[config.mk]
export PLATFORM = sky130hd
export DESIGN_NAME = mem_access_ctrl
export DESIGN_NICKNAME = d
export VERILOG_FILES = /design/src/rtl/mem_access_ctrl.sv
export SDC_FILE = /design/constraint.sdc
export NUM_CORES = 1
export LEC_CHECK = 0
export CELL_PAD_IN_SITES_DETAIL_PLACEMENT = 1
export CELL_PAD_IN_SITES_GLOBAL_PLACEMENT = 2
export CORE_UTILIZATION = 30
export CTS_BUF_LIST = sky130_fd_sc_hd__clkbuf_8
export DETAILED_ROUTE_END_ITERATION = 16
export PLACE_DENSITY_LB_ADDON = 0.1
export RECOVER_POWER = 50
export SLEW_MARGIN = 5
export SYNTH_ARGS = -nofsm -noshare
export SYNTH_HDL_FRONTEND = slang
export SYNTH_SLANG_ARGS = --single-unit
[constraint.sdc]
create_clock -name clk -period 5 [get_ports clk]
set_clock_uncertainty 0.2 [all_clocks]
set_input_delay 0.5 -clock clk [delete_from_list [all_inputs] [get_ports clk]]
set_output_delay 0.5 -clock clk [all_outputs]
set_load 0.01 [all_outputs]
[src/rtl/mem_access_ctrl.sv]
// RV32I load/store initiator between the MemoryAccess stage and a byte-addressed data RAM
// with a one-cycle registered read port; returns a held, extended response.
module mem_access_ctrl #(
    parameter int unsigned AWIDTH = 14,
    parameter int unsigned DWIDTH = 32
) (
    input  logic              clk,
    input  logic              rst_n,
    input  logic              req_valid,
    output logic              req_ready,
    input  logic              req_write,
    input  logic [2:0]        req_funct3,
    input  logic [AWIDTH-1:0] req_addr,
    input  logic [DWIDTH-1:0] req_wdata,
    output logic              rsp_valid,
    input  logic              rsp_ready,
    output logic [DWIDTH-1:0] rsp_rdata,
    output logic              rsp_err,
    output logic [AWIDTH-1:0] ram_addr,
    output logic [DWIDTH-1:0] ram_qin,
    output logic [2:0]        ram_we,
    input  logic [DWIDTH-1:0] ram_qout
);

    localparam int unsigned BW = 8;
    localparam int unsigned HW = 16;

    typedef enum logic [1:0] {IDLE, ISSUE, WAIT, RESP} state_t;

    state_t      state;
    logic        wr;
    logic [2:0]  f3;
    logic        illegal_c;
    logic        misaligned_c;
    logic [DWIDTH-1:0] load_fmt_c;

    // Legality of the request presented on the port this cycle
    always_comb begin
        illegal_c    = 1'b0;
        misaligned_c = 1'b0;
        if (req_write) begin
            illegal_c = (req_funct3 > 3'd2);
        end else begin
            illegal_c = (req_funct3 == 3'b011) || (req_funct3[2:1] == 2'b11);
        end
        if (req_funct3[1:0] == 2'b01) begin
            misaligned_c = req_addr[0];
        end else if (req_funct3[1:0] == 2'b10) begin
            misaligned_c = (req_addr[1:0] != 2'b00);
        end
    end

    // RAM returns the addressed byte in [7:0]; only extension is needed here
    always_comb begin
        load_fmt_c = ram_qout;
        case (f3)
            3'b000:  load_fmt_c = {{(DWIDTH-BW){ram_qout[BW-1]}}, ram_qout[BW-1:0]};
            3'b001:  load_fmt_c = {{(DWIDTH-HW){ram_qout[HW-1]}}, ram_qout[HW-1:0]};
            3'b100:  load_fmt_c = {{(DWIDTH-BW){1'b0}}, ram_qout[BW-1:0]};
            3'b101:  load_fmt_c = {{(DWIDTH-HW){1'b0}}, ram_qout[HW-1:0]};
            default: load_fmt_c = ram_qout;
        endcase
    end

    // Transaction sequencer; every port output is a register of this block
    always_ff @(posedge clk or negedge rst_n) begin
        if (!rst_n) begin
            state     <= IDLE;
            wr        <= 1'b0;
            f3        <= 3'b000;
            req_ready <= 1'b1;
            rsp_valid <= 1'b0;
            rsp_rdata <= '0;
            rsp_err   <= 1'b0;
            ram_addr  <= '0;
            ram_qin   <= '0;
            ram_we    <= 3'b000;
        end else begin
            case (state)
                IDLE: begin
                    if (req_valid) begin
                        wr        <= req_write;
                        f3        <= req_funct3;
                        ram_addr  <= req_addr;
                        ram_qin   <= req_wdata;
                        req_ready <= 1'b0;
                        if (illegal_c || misaligned_c) begin
                            state     <= RESP;
                            rsp_valid <= 1'b1;
                            rsp_err   <= 1'b1;
                            rsp_rdata <= '0;
                        end else begin
                            state  <= ISSUE;
                            ram_we <= req_write ? {1'b1, req_funct3[1:0]} : 3'b000;
                        end
                    end
                end
                ISSUE: begin
                    ram_we <= 3'b000;
                    if (wr) begin
                        state     <= RESP;
                        rsp_valid <= 1'b1;
                        rsp_err   <= 1'b0;
                        rsp_rdata <= '0;
                    end else begin
                        state <= WAIT;
                    end
                end
                WAIT: begin
                    state     <= RESP;
                    rsp_valid <= 1'b1;
                    rsp_err   <= 1'b0;
                    rsp_rdata <= load_fmt_c;
                end
                RESP: begin
                    if (rsp_ready) begin
                        state     <= IDLE;
                        rsp_valid <= 1'b0;
                        req_ready <= 1'b1;
                    end
                end
                default: begin
                    state     <= IDLE;
                    req_ready <= 1'b1;
                    rsp_valid <= 1'b0;
                    ram_we    <= 3'b000;
                end
            endcase
        end
    end

endmodule

==> results.md <==
- Status: finished with violations
- Failing checks: capacitance limit, slew limit
- Synth Instances: around 300
- H-tree depth: 3
- Num CTS Buffers: 9
- Port bufs: between 150 and 200
- Max frequency: 297 MHz
- Post-synth top area cell: dfrtp_1
- Gr usage total: 0.159
- R2r setup slk: 2.20 ns
- Tot Pwr: 3.38 mW
- Post-DP HPWL: 7.74 mm
- Full die area: 13700 µm²
- Synth top area share: 0.562
- Clock sinks: 90
- Design area: 5990 µm²
- Drt via density: 4.52
- Clk_lat worst skew: around 0.36 ns
- CP Data Arrival Time: around 3.6 ns
- Top Layer Used: met4
- Setup Buffers After CTS: 0
- Most used DFF post-synth: dfrtp_1
- Hold WS: 0.301 ns
- Setup crit start kind: input pin
- Leak Pwr: 2.74 nW
- Clk slew on worst S/H paths: 0.08 ns
- Clock share of power: 0.135
- Met3 WL: 717 µm
- Fin util: 0.469
- Starting Density: 0.310
- Post-CTS sizing: 0
- Most frequent cells in the layout: dfrtp_1, dlygate4sd3_1, clkdlybuf4s50_1
- Most common cell after layout, fill and taps aside: dfrtp_1
- Final hold viol count: 0
- Sw Ratio: 0.350
- Chip height: 117 µm
- Final setup violation count: 0
- Share of cells above drive strength 1: 0.209
- DR WL/cell: 16.4 µm
- Antenna violations before repair: 0
- Routability cong.: 0.773
- First-pass GRT wire length: 16.3 mm
- Die Wd: roughly 120 µm
- Crit path from: rst_n
- Hold-fix buffers at CTS: 1
- Top cells by area, synth: dfrtp_1, mux2_2, mux2_4, a21oi_1, inv_1
- Rel. slew slack: -0.712
- Metal-1 WL: approximately 4.6 mm
- GRT overflow: 0
- Total number of yosys warnings: 0
- Via count: 2892
- Fin cells: 640
- Min cycle time layout: between 3 and 4 ns
- Row count: 41
- R2R Path End: rsp_rdata[16]
- Antenna-violating nets left: 0
- Pins over their slew limit: 46
- Critical Path RT: 5.26 ns
- CP endpoint kind: asynchronous set/reset pin
- Metal2 WL: 4.99 mm
- PwrDens: between 500 and 600 nW/µm²
- Avg Inst Size Synth: 13.4 µm²
- Pint: 2.19 mW
- Clock tree buffer depth: 2
- Reg-to-reg startpoint: state[1]
- Dpl cells: 624
- Mapped cell area: 3960 µm²
- Diode count: 0
- Post-synthesis sequential area ratio: 0.568
- Core Area: ~13000 µm²
- Hold Path Sink: ram_qin[14]
- Least-Margin Pin Slew: 2.57 ns
- R2r worst-path depth: 7
- Setup Total Neg Slack: 0 ns
- Initial DRC count: 57
- Worst Hold Launch: ram_qin[14]
- CTS tree: done
- Library cells used by synthesis: 33
- DRT Wirelength: 10.5 mm
- Worst Setup Slack, final: about 1.6 ns
- Unrepaired setup endpoints after global routing: no
- Vias in the first global route: 3121
- Hold Path Stages: 1
- Flops & latches, synth: 90
- Power share of the combinational group: 0.504
- Worst vdd ir: 0.212 mV
- Final net count: approximately 560
- Syn nets: 386
- EDFF count, synth: 0
- DP Area: 5820 µm²
- Synthesis-to-layout area growth: 51.2%
- CP Max Fanout: 46
- Asr flop ratio synth: 1.00
- Min-delay worst type: flop to flop
- Sequential share of power: 0.361
- DRC Markers: 0
- Drt pass-1 iters: 4
- P_sw: 1.18 mW
- Top Ports: 170
- Root Driver: clkbuf_8
- Pre-CTS WS: 1.76 ns
- Tcrit/Tclk final: 0.674
- Critical path class: input pin to asynchronous set/reset pin
- Max Cap Viol: 1
- Largest net degree at the start of global routing: 47
==> registers in the layout (all words and copies together), names as in the netlist <==
name,flops
ram_qin,32
rsp_rdata,32
ram_addr,14
f3,3
ram_we,3
state,2
req_ready,1
rsp_err,1
rsp_valid,1
wr,1
==> metal layers <==
| metal | vias to the layer above | GRT usage |
|---|---|---|
| li1 | 1351 | - |
| met1 | 1431 | 0.204 |
| met4 | 0 | 0.0658 |
| met2 | 98 | 0.252 |
| met5 | - | 0 |
| met3 | 12 | 0.0443 |
==> cell families after synthesis <==
family                   count (synthesis)  synth area share
adder cells (fa/ha/maj)                  5            0.0158
multiplexers                            85             0.258
flip-flops                              90             0.568
AO/OA/AOI/OAI                           51            0.0811
AND/OR/NAND/NOR                         18            0.0268
buffers and inverters                   46            0.0496
==> cell usage after synthesis (all sizes together) (2+ instances only) <==
| cell | n |
|---|---|
| buf | 9 |
| ha | 5 |
| clkbuf | 7 |
| mux2i | 10 |
| a21boi | 8 |
| a22o | 2 |
| a21oi | 24 |
| dfrtp | 89 |
| o21ai | 8 |
| nor2b | 2 |
| nand2 | 10 |
| inv | 30 |
| mux2 | 75 |
==> worst max-delay path, stage by stage <==
cell	delay, ns
dlygate4sd3_1	0.52
clkbuf_1	1.81
buf_4	0.76
==> power by group through the flow <==
stage / Combinational (mW) / Sequential (mW) / Clock [mW]
detailed placement: 1.83 / 1.25 / 0
global route: 1.85 / 1.27 / 0.507
finish: 1.70 / 1.22 / 0.455
global placement: 1.79 / 1.23 / 0
CTS: 1.83 / 1.24 / 0.483
floorplan: 0.954 / 1.31 / 0
==> worst max-delay path by stage <==
| stage | to | slack (ns) | cells past startpoint |
|---|---|---|---|
| 3_5_place_dp | rsp_rdata[16] | 1.76 | 6 |
| 6_report | f3[1] | 1.63 | 3 |
| 4_1_cts | rsp_rdata[16] | 2.17 | 7 |
| 2_1_floorplan | rsp_rdata[23] | 2.87 | 8 |
| 5_1_grt | rsp_rdata[18] | 1.02 | 3 |
| 3_3_place_gp | rsp_rdata[22] | 1.80 | 6 |
==> cell type report <==
| type | instances | area [µm²] |
|---|---|---|
| Clock inverter | 4 | 20.0 |
| Sequential cell | 90 | 2250 |
| Clock buffer | 11 | 151 |
| Timing Repair Buffer | 174 | 1730 |
| Multi-Input combinational cell | 159 | 1520 |
| Tap cell | 172 | 215 |
| Fill cell | 1335 | 6780 |
| Inverter | 30 | 113 |
(Power assumes the default switching activity.)
